**src/rtl/score_tracker_pkg.sv**
```systemverilog
// Shared definitions for the score tracker: grade and FSM encodings, timing
// window bases, point values, mod multipliers, level thresholds, and the
// widths of the octave/note/length fields carried with each judged note.
package score_tracker_pkg;

    localparam int OCT_W  = 3;
    localparam int NOTE_W = 4;
    localparam int LEN_W  = 3;

    typedef enum logic [2:0] {
        GRADE_P, GRADE_S, GRADE_A, GRADE_B, GRADE_C, GRADE_MISS
    } grade_e;

    typedef enum logic [2:0] {
        ST_IDLE, ST_JUDGE, ST_WAIT_SCORE, ST_WAIT_ACC, ST_UPDATE
    } state_e;

    // Window bases; all but P shrink by 3*difficulty
    localparam logic [7:0] WIN_P = 8'd16;
    localparam logic [7:0] WIN_S = 8'd64;
    localparam logic [7:0] WIN_A = 8'd97;
    localparam logic [7:0] WIN_B = 8'd127;
    localparam logic [7:0] WIN_C = 8'd188;

    localparam logic [13:0] ACC_FULL  = 14'd10000;
    localparam logic [13:0] LVL_S_MIN = 14'd9500;
    localparam logic [13:0] LVL_A_MIN = 14'd9000;
    localparam logic [13:0] LVL_B_MIN = 14'd8000;
    localparam logic [13:0] LVL_C_MIN = 14'd7000;

    localparam logic [6:0] PCT_DIV = 7'd100;

    // Captured non-timestamp fields of one judged note
    typedef struct packed {
        logic              miss;
        logic [OCT_W-1:0]  hit_oct;
        logic [OCT_W-1:0]  goal_oct;
        logic [NOTE_W-1:0] hit_note;
        logic [NOTE_W-1:0] goal_note;
        logic [LEN_W-1:0]  hit_len;
        logic [LEN_W-1:0]  goal_len;
    } hit_req_t;

    function automatic logic [8:0] grade_points(input grade_e g);
        case (g)
            GRADE_P: return 9'd320;
            GRADE_S: return 9'd300;
            GRADE_A: return 9'd200;
            GRADE_B: return 9'd100;
            GRADE_C: return 9'd50;
            default: return 9'd0;
        endcase
    endfunction

    // Percent multiplier: Normal, NoFail, HalfTime, DoubleTime
    function automatic logic [6:0] mod_mult(input logic [1:0] m);
        case (m)
            2'b00:   return 7'd100;
            2'b01:   return 7'd50;
            2'b10:   return 7'd50;
            default: return 7'd110;
        endcase
    endfunction

    function automatic logic [2:0] acc_level(input logic [13:0] acc, input logic [1:0] m);
        if (acc == ACC_FULL)  return (m == 2'b11) ? 3'd0 : 3'd1;
        if (acc >= LVL_S_MIN) return 3'd2;
        if (acc >= LVL_A_MIN) return 3'd3;
        if (acc >= LVL_B_MIN) return 3'd4;
        if (acc >= LVL_C_MIN) return 3'd5;
        return 3'd6;
    endfunction

endpackage

```
**src/rtl/score_tracker_seq_divider.sv**
```systemverilog
// Restoring unsigned divider, one quotient bit per cycle.
// Ports: start (load operands, restarts any division in flight),
// dividend/divisor (W bits), quotient (W bits), done (1-cycle pulse
// W+1 cycles after the start cycle). Divide by zero gives all-ones.
module seq_divider #(
    parameter int W = 32
) (
    input  logic         clk,
    input  logic         rst_n,
    input  logic         start,
    input  logic [W-1:0] dividend,
    input  logic [W-1:0] divisor,
    output logic [W-1:0] quotient,
    output logic         done
);
    localparam int CW = $clog2(W + 1);

    logic [W-1:0]  rem_q, rem_d, quo_q, quo_d, dvs_q, dvs_d;
    logic [CW-1:0] cnt_q, cnt_d;
    logic          run_q, run_d, done_q, done_d;
    logic [W:0]    rem_sh;
    logic          ge;

    // Dividend bits shift out of quo_q into the remainder while quotient
    // bits shift in behind them.
    assign rem_sh = {rem_q, quo_q[W-1]};
    assign ge     = rem_sh >= {1'b0, dvs_q};

    always_comb begin
        rem_d  = rem_q;
        quo_d  = quo_q;
        dvs_d  = dvs_q;
        cnt_d  = cnt_q;
        run_d  = run_q;
        done_d = 1'b0;
        if (start) begin
            rem_d = '0;
            quo_d = dividend;
            dvs_d = divisor;
            cnt_d = CW'(W);
            run_d = 1'b1;
        end else if (run_q) begin
            // When ge holds the true difference is below 2^W, so W-bit
            // subtraction is exact.
            rem_d = ge ? (rem_sh[W-1:0] - dvs_q) : rem_sh[W-1:0];
            quo_d = {quo_q[W-2:0], ge};
            cnt_d = cnt_q - 1'b1;
            if (cnt_q == CW'(1)) begin
                run_d  = 1'b0;
                done_d = 1'b1;
            end
        end
    end

    always_ff @(posedge clk) begin
        if (!rst_n) begin
            rem_q  <= '0;
            quo_q  <= '0;
            dvs_q  <= '0;
            cnt_q  <= '0;
            run_q  <= 1'b0;
            done_q <= 1'b0;
        end else begin
            rem_q  <= rem_d;
            quo_q  <= quo_d;
            dvs_q  <= dvs_d;
            cnt_q  <= cnt_d;
            run_q  <= run_d;
            done_q <= done_d;
        end
    end

    assign quotient = quo_q;
    assign done     = done_q;
endmodule

```
**src/rtl/score_tracker.sv**
```systemverilog
// Sequential note scorer. Accepts one judged note per hit_valid/hit_ready
// handshake, grades its timing against difficulty-scaled windows, and keeps
// mod-weighted score, combo/max combo, per-grade counts, accuracy (basis
// points) and letter level. Inputs: start/total_note/mod/difficulty (chart
// setup), hit_* / goal_* (note request). Outputs: score, combo, max_combo,
// cnt_*, acc, level, busy, done, hit_ready.
module score_tracker
    import score_tracker_pkg::*;
#(
    parameter int TIME_W  = 20,
    parameter int SCORE_W = 24,
    parameter int CNT_W   = 16,
    parameter int DIV_W   = 32
) (
    input  logic               clk,
    input  logic               rst_n,
    input  logic               start,
    input  logic [CNT_W-1:0]   total_note,
    input  logic [1:0]         mod,
    input  logic [3:0]         difficulty,
    input  logic               hit_valid,
    output logic               hit_ready,
    input  logic               hit_miss,
    input  logic [TIME_W-1:0]  hit_time,
    input  logic [TIME_W-1:0]  goal_time,
    input  logic [OCT_W-1:0]   hit_octave,
    input  logic [OCT_W-1:0]   goal_octave,
    input  logic [NOTE_W-1:0]  hit_note,
    input  logic [NOTE_W-1:0]  goal_note,
    input  logic [LEN_W-1:0]   hit_length,
    input  logic [LEN_W-1:0]   goal_length,
    output logic [SCORE_W-1:0] score,
    output logic [CNT_W-1:0]   combo,
    output logic [CNT_W-1:0]   max_combo,
    output logic [CNT_W-1:0]   cnt_p,
    output logic [CNT_W-1:0]   cnt_s,
    output logic [CNT_W-1:0]   cnt_a,
    output logic [CNT_W-1:0]   cnt_b,
    output logic [CNT_W-1:0]   cnt_c,
    output logic [CNT_W-1:0]   cnt_miss,
    output logic [13:0]        acc,
    output logic [2:0]         level,
    output logic               busy,
    output logic               done
);
    state_e                   state_q, state_d;
    hit_req_t                 req_q, req_d;
    logic [TIME_W-1:0]        ht_q, ht_d, gt_q, gt_d;
    logic [CNT_W-1:0]         total_q, total_d, judged_q, judged_d;
    logic [1:0]               mod_q, mod_d;
    logic [3:0]               diff_q, diff_d;
    logic [SCORE_W-1:0]       score_q, score_d;
    logic [CNT_W-1:0]         combo_q, combo_d, maxc_q, maxc_d;
    logic [5:0][CNT_W-1:0]    cnt_q, cnt_d;
    logic [DIV_W-1:0]         raw_q, raw_d;
    logic [13:0]              acc_q, acc_d;
    logic [2:0]               level_q, level_d;
    logic                     done_q, done_d;
    logic                     acc_go_q, acc_go_d;
    logic [DIV_W-1:0]         acc_dvd_q, acc_dvd_d, acc_dvs_q, acc_dvs_d;

    logic                     div_start, div_done;
    logic [DIV_W-1:0]         div_dvd, div_dvs, div_q;

    logic signed [TIME_W:0]   dt;
    logic [TIME_W:0]          t_abs;
    logic [7:0]               d3;
    grade_e                   grade;
    logic [8:0]               pts;
    logic [DIV_W:0]           raw_sum, score_sum;

    function automatic logic [CNT_W-1:0] inc_sat(input logic [CNT_W-1:0] v);
        return (&v) ? v : v + 1'b1;
    endfunction

    // Grade of the captured note
    always_comb begin
        dt    = $signed({1'b0, ht_q}) - $signed({1'b0, gt_q});
        t_abs = dt[TIME_W] ? $unsigned(-dt) : $unsigned(dt);
        d3    = {4'b0, diff_q} * 8'd3;
        if (req_q.miss || req_q.hit_oct != req_q.goal_oct ||
            req_q.hit_note != req_q.goal_note || req_q.hit_len != req_q.goal_len)
            grade = GRADE_MISS;
        else if (t_abs < (TIME_W+1)'(WIN_P))      grade = GRADE_P;
        else if (t_abs < (TIME_W+1)'(WIN_S - d3)) grade = GRADE_S;
        else if (t_abs < (TIME_W+1)'(WIN_A - d3)) grade = GRADE_A;
        else if (t_abs < (TIME_W+1)'(WIN_B - d3)) grade = GRADE_B;
        else if (t_abs < (TIME_W+1)'(WIN_C - d3)) grade = GRADE_C;
        else                                      grade = GRADE_MISS;
        pts = grade_points(grade);
    end

    assign raw_sum   = (DIV_W+1)'(raw_q) + (DIV_W+1)'(pts);
    assign score_sum = (DIV_W+1)'(score_q) + (DIV_W+1)'(div_q);

    // The score divide loads straight from the judge logic; the accuracy
    // divide loads from registered operands so the multiplies stay off the
    // divider load path (this costs the one extra cycle in WAIT_ACC).
    assign div_start = (state_q == ST_JUDGE) || acc_go_q;
    assign div_dvd   = (state_q == ST_JUDGE) ? DIV_W'(pts) * DIV_W'(mod_mult(mod_q)) : acc_dvd_q;
    assign div_dvs   = (state_q == ST_JUDGE) ? DIV_W'(PCT_DIV) : acc_dvs_q;

    always_comb begin
        state_d   = state_q;
        req_d     = req_q;
        ht_d      = ht_q;
        gt_d      = gt_q;
        total_d   = total_q;
        judged_d  = judged_q;
        mod_d     = mod_q;
        diff_d    = diff_q;
        score_d   = score_q;
        combo_d   = combo_q;
        maxc_d    = maxc_q;
        cnt_d     = cnt_q;
        raw_d     = raw_q;
        acc_d     = acc_q;
        level_d   = level_q;
        done_d    = done_q;
        acc_go_d  = 1'b0;
        acc_dvd_d = acc_dvd_q;
        acc_dvs_d = acc_dvs_q;
        case (state_q)
            ST_IDLE: begin
                if (total_q == '0) done_d = 1'b1;
                if (hit_valid && hit_ready) begin
                    req_d   = '{hit_miss, hit_octave, goal_octave, hit_note,
                                goal_note, hit_length, goal_length};
                    ht_d    = hit_time;
                    gt_d    = goal_time;
                    state_d = ST_JUDGE;
                end
            end
            ST_JUDGE: begin
                cnt_d[grade] = inc_sat(cnt_q[grade]);
                raw_d        = raw_sum[DIV_W] ? '1 : raw_sum[DIV_W-1:0];
                judged_d     = inc_sat(judged_q);
                case (grade)
                    GRADE_P, GRADE_S: combo_d = inc_sat(combo_q);
                    GRADE_A:          combo_d = combo_q;
                    default:          combo_d = '0;
                endcase
                if (combo_d > maxc_q) maxc_d = combo_d;
                state_d = ST_WAIT_SCORE;
            end
            ST_WAIT_SCORE: begin
                if (div_done) begin
                    score_d = (score_sum > (DIV_W+1)'({SCORE_W{1'b1}})) ? '1 : score_sum[SCORE_W-1:0];
                    // raw*10000/(judged*320) reduced to raw*125/(judged*4):
                    // same quotient, far more headroom before overflow.
                    acc_dvd_d = raw_q * DIV_W'(125);
                    acc_dvs_d = DIV_W'({judged_q, 2'b00});
                    acc_go_d  = 1'b1;
                    state_d   = ST_WAIT_ACC;
                end
            end
            ST_WAIT_ACC: begin
                if (div_done && !acc_go_q) begin
                    acc_d   = (div_q >= DIV_W'(ACC_FULL)) ? ACC_FULL : div_q[13:0];
                    state_d = ST_UPDATE;
                end
            end
            ST_UPDATE: begin
                level_d = acc_level(acc_q, mod_q);
                done_d  = (judged_q == total_q);
                state_d = ST_IDLE;
            end
            default: state_d = ST_IDLE;
        endcase
        if (start) begin
            state_d  = ST_IDLE;
            total_d  = total_note;
            mod_d    = mod;
            diff_d   = difficulty;
            judged_d = '0;
            score_d  = '0;
            combo_d  = '0;
            maxc_d   = '0;
            cnt_d    = '0;
            raw_d    = '0;
            acc_d    = ACC_FULL;
            level_d  = 3'd1;
            done_d   = 1'b0;
            acc_go_d = 1'b0;
        end
    end

    always_ff @(posedge clk) begin
        if (!rst_n) begin
            state_q   <= ST_IDLE;
            req_q     <= '0;
            ht_q      <= '0;
            gt_q      <= '0;
            total_q   <= '0;
            judged_q  <= '0;
            mod_q     <= '0;
            diff_q    <= '0;
            score_q   <= '0;
            combo_q   <= '0;
            maxc_q    <= '0;
            cnt_q     <= '0;
            raw_q     <= '0;
            acc_q     <= ACC_FULL;
            level_q   <= 3'd1;
            done_q    <= 1'b0;
            acc_go_q  <= 1'b0;
            acc_dvd_q <= '0;
            acc_dvs_q <= '0;
        end else begin
            state_q   <= state_d;
            req_q     <= req_d;
            ht_q      <= ht_d;
            gt_q      <= gt_d;
            total_q   <= total_d;
            judged_q  <= judged_d;
            mod_q     <= mod_d;
            diff_q    <= diff_d;
            score_q   <= score_d;
            combo_q   <= combo_d;
            maxc_q    <= maxc_d;
            cnt_q     <= cnt_d;
            raw_q     <= raw_d;
            acc_q     <= acc_d;
            level_q   <= level_d;
            done_q    <= done_d;
            acc_go_q  <= acc_go_d;
            acc_dvd_q <= acc_dvd_d;
            acc_dvs_q <= acc_dvs_d;
        end
    end

    // A chart start also clears the divider so a stale division cannot
    // finish into the new chart.
    seq_divider #(.W(DIV_W)) u_div (
        .clk      (clk),
        .rst_n    (rst_n && !start),
        .start    (div_start),
        .dividend (div_dvd),
        .divisor  (div_dvs),
        .quotient (div_q),
        .done     (div_done)
    );

    assign hit_ready = (state_q == ST_IDLE) && !done_q;
    assign busy      = (state_q != ST_IDLE);
    assign score     = score_q;
    assign combo     = combo_q;
    assign max_combo = maxc_q;
    assign cnt_p     = cnt_q[GRADE_P];
    assign cnt_s     = cnt_q[GRADE_S];
    assign cnt_a     = cnt_q[GRADE_A];
    assign cnt_b     = cnt_q[GRADE_B];
    assign cnt_c     = cnt_q[GRADE_C];
    assign cnt_miss  = cnt_q[GRADE_MISS];
    assign acc       = acc_q;
    assign level     = level_q;
    assign done      = done_q;
endmodule
```
**config.mk**
```make
export PLATFORM = sky130hd
export DESIGN_NAME = score_tracker
export DESIGN_NICKNAME = d
export VERILOG_FILES = /design/src/rtl/score_tracker_pkg.sv /design/src/rtl/score_tracker_seq_divider.sv /design/src/rtl/score_tracker.sv
export SDC_FILE = /design/constraint.sdc
export NUM_CORES = 2
export LEC_CHECK = 0
export BUFFER_PORTS_ARGS = -buffer_cell sky130_fd_sc_hd__buf_4
export CELL_PAD_IN_SITES_DETAIL_PLACEMENT = 1
export CELL_PAD_IN_SITES_GLOBAL_PLACEMENT = 1
export CORE_UTILIZATION = 46
export DETAILED_ROUTE_END_ITERATION = 12
export MAX_ROUTING_LAYER = met4
export PLACE_DENSITY_LB_ADDON = 0.1
export RECOVER_POWER = 50
export SETUP_SLACK_MARGIN = 0.4
export SLEW_MARGIN = 10
export SYNTH_ARGS = -nofsm -noshare
export SYNTH_HDL_FRONTEND = slang
export SYNTH_SLANG_ARGS = --single-unit
```
**constraint.sdc**
```tcl
create_clock -name clk -period 10.5 [get_ports clk]
set_clock_uncertainty 0.2 [all_clocks]
set_input_delay 1.575 -clock clk [delete_from_list [all_inputs] [get_ports clk]]
set_output_delay 1.575 -clock clk [all_outputs]
set_load 0.02 [all_outputs]
```
==> flow_metrics.py <==
metrics = {
    "run": {
        "max_cap_viol_count": 5,
    },
    "floorplan": {
        "io_pins": 259,
        "die_h_um": 256,
        "floorplan.rows": 92,
        "die_w_um": 256,
        "die_area_um2": 65300,
        "initial_core_util_pct": 46.7,
        "core_um2": 63300,
    },
    "synthesis": {
        "synth_top_family_by_area": "simple AND/OR/NAND/NOR gates",
        "synthFlopType": "dfxtp_1",
        "muxShareOfSynthArea_pct": 4.01,
        "ys_top_cells_by_area": "dfxtp_1 (30%), ha_1 (9.2%), fa_1 (9.0%)",
        "synth.yosys.seq_area_share_pct": 29.9,
        "postSynthAreaPerCell_um2": 8.39,
        "synthesis.area_um2": 29600,
        "synth-adder-area-share_pct": 18.2,
        "synth_cells": 3525,
        "synth_cell_types": 103,
        "yosys_warnings": 0,
        "synth-compound-area-share_pct": 18.0,
        "synth-async-reset-ratio_pct": 0,
        "synth_nets": 3963,
        "synth_top_cell_by_area": "dfxtp_1",
        "synth_edf_count": 0,
        "synth_xor_xnor_area_share_pct": 5.39,
        "yosysMostFrequentCell": "nand2_1",
        "yosys.area.top_type_share_pct": 29.9,
        "synth_seq_cells": 441,
        "synth_commonest_cells": "nand2_1 (469), dfxtp_1 (441), a21oi_1 (287), nor2_1 (258), ha_1 (218)",
        "synth_simple_gate_area_share_pct": 19.9,
    },
    "drt": {
        "ant_nets": 0,
        "vias_per_cell": 5.80,
        "drt_wl_total_mm": 96.3,
        "num_vias": 26600,
        "dr.pass1.iters": 5,
        "drt-initial-drc-count": 1310,
        "wl_per_cell_um": 21.0,
        "route.detailed.drc": 0,
    },
    "clock_tree": {
        "cts_root_buf": "clkbuf_16",
        "cts_max_path_buffers": 3,
        "cts_buffers": 52,
        "cts.sinks": 441,
        "htree_num_levels": 2,
        "path_clk_slew_ns": 0.06,
        "ctsHoldBuffers": 0,
        "clock_latency_ns": 0.63,
        "cts_tree": "yes",
    },
    "setup_path": {
        "r2r-end": "u_div.quotient[15]",
        "start_kind": "flip-flop",
        "critPathMaxStageDelay_ns": 0.50,
        "reg2reg_from": "ht_q[0]",
        "crit_slowest_cell": "fa_1",
        "critPathTopFamily": "compound AO/OA/AOI/OAI gates",
        "crit_fanout": 22,
        "critPathArrivalTime_ns": 9.89,
        "worstPathRequired_ns": 10.85,
        "worst_setup_path_end_kind": "flip-flop",
        "r2r_cells": 45,
        "critPathKind": "reg2reg",
        "regToRegSetupSlack_ns": 0.97,
        "critPathBufInv": 4,
    },
    "timing": {
        "fin_crit_sh_pct": 90.8,
        "fmax_ghz": 0.105,
        "rsz0062_at_grt": "false",
        "hold_viol": 0,
        "slew_headroom_pct": -135,
        "finalCriticalPeriod_ns": 9.53,
        "maxSlewViolCount": 276,
        "tightest_slew_ns": 3.52,
        "finalSetupViolCount": 0,
        "timing.setup.tns_ns": 0,
    },
    "pwr": {
        "p_comb_share_pct": 17.9,
        "swShare_pct": 29.3,
        "pwr-share-clk_pct": 43.6,
        "power.leakage_uw": 0.0138,
        "switchingPower_uw": 1310,
        "seqPwrFrac_pct": 38.5,
        "p_per_area_nw_per_um2": 134,
        "internal-power_uw": 3170,
        "ir_drop_mv": 0.115,
    },
    "hold_path": {
        "holdPathEnd": "acc_dvs_q[7]",
        "hold_class": "reg2reg",
        "min_from": "acc_dvs_q[7]",
        "holdPathStages": 2,
    },
    "finish": {
        "post-route-util_pct": 52.7,
        "diodes": 0,
        "fin_area_um2": 33400,
        "synthToLayoutAreaGrowth_pct": 12.9,
        "nNetsFinal": 4133,
        "layout-drive-gt1-share_pct": 7.58,
    },
    "placement": {
        "dp_hpwl_mm": 71.4,
        "port-buffer-count": 258,
        "gp_congestion": 0.927,
        "placed_cell_area_um2": 32100,
    },
    "global_routing": {
        "grt_max_degree": 91,
        "grt_pass1_vias": 28200,
        "track_usage_pct": 29.9,
        "grt-ovfl-total": 0,
        "grt_antenna_before_repair": 1,
        "grt_pass1_wl_mm": 155,
    },
    "outcome": {
        "status": "finished, violations left",
        "violations": "capacitance limit, slew limit",
    },
}
-- registers in the layout, summed over array words and instances, names as in the netlist, 4 cells and up --
signal          cells
gt_q               20
u_div.rem_q        32
cnt_c              16
judged_q           16
cnt_p              16
acc_dvd_q          32
cnt_miss           16
diff_q              4
u_div.quotient     32
req_q              21
acc                14
cnt_b              16
cnt_s              16
max_combo          16
u_div.dvs_q        16
u_div.cnt_q         6
combo              16
cnt_a              16
acc_dvs_q          16
raw_q              32
ht_q               20
total_q            16
score              24
-- cells in the final DEF, fill, tap and decap left out, drive strengths merged, types with 9 or more instances in the layout --
cell	n
inv	186
fa	133
o21bai	22
and2	40
o311ai	10
o21a	19
a22oi	14
nand2	471
nand3b	10
dfxtp	441
xor2	76
clkinv	11
nor4	17
buf	113
nor2	261
a21oi	291
a211oi	42
a31oi	14
mux2i	115
nor3	62
a21boi	99
o22ai	17
nand2b	47
and3	34
clkbuf	247
or3	33
o21ai	174
nand3	137
a21o	31
xnor2	105
or4	10
nand4	27
or2	15
o31ai	9
ha	218
nor2b	43
-- cell families (layout without fill, tap and decap cells) --
kind of cell,count (synthesis),after routing
muxes,118,118
AOI/OAI and AO/OA,839,839
DFF,441,441
xor gates and xnor gates,181,181
and+or+nand+nor,1240,1240
buffers and inverters,355,563
adders and majority gates,351,351
-- power groups by stage --
| stage | Combinational [uW] | Sequential (uW) | Clock [uW] |
|---|---|---|---|
| final | 804 | 1730 | 1950 |
| after global routing | 885 | 1730 | 2060 |
| after CTS | 771 | 1730 | 1990 |
| after detailed placement | 764 | 1760 | 0 |
| after global placement | 732 | 1760 | 0 |
| after floorplan | 556 | 1750 | 0 |
-- cell type report --
class,count,area [um^2]
Clock inverter,20,313
Tap cell,846,1060
Multi-Input combinational cell,2729,19500
Clock buffer,72,1520
Timing Repair Buffer,288,1520
Sequential cell,441,8830
Fill cell,7650,29900
Inverter,183,687
-- metal layers --
| layer | share of wire (%) | up-vias | track usage (%) |
|---|---|---|---|
| met2 | 49 | 522 | 51.0 |
| met1 | 44 | 13300 | 37.3 |
| met5 | 0 | - | - |
| met4 | 2.6 | 0 | 8.33 |
| met3 | 4.1 | 140 | 3.35 |
| li1 | - | 12600 | - |
-- timing repair --
item / 4_1_cts / 5_1_grt
setup buffers: 0 / 2
pin swaps: 0 / 4
setup endpoints to repair: 1 / 21
resized for setup: 2 / 22
-- worst max path at each step --
stage	startpoint	to	slack (ns)	cells after the start
global placement	ht_q[0]	u_div.quotient[15]	0.69	41
detailed placement	ht_q[0]	u_div.quotient[15]	0.38	41
CTS	ht_q[0]	u_div.quotient[15]	0.42	41
finish	ht_q[0]	u_div.quotient[15]	0.97	45
floorplan	ht_q[0]	u_div.quotient[15]	0.98	45
global route	ht_q[0]	u_div.quotient[15]	0.36	42
-- stage by stage --
step	cells	hold WS, ns	worst slack, ns	total power, uW
after floorplan	3525	0.236	0.981	2310
after global placement	4485	0.249	0.692	2490
after detailed placement	4485	0.263	0.380	2530
after CTS	4577	0.271	0.422	4490
after global routing	4579	0.298	0.362	4670
final	4579	0.271	0.968	4480
-- worst min-delay path: stages, from the launching register on --
cell	delay [ns]
dfxtp_1	0.31
nand2_1	0.05
a21boi_0	0.06
Note: power is estimated with default switching activity, not from simulation.
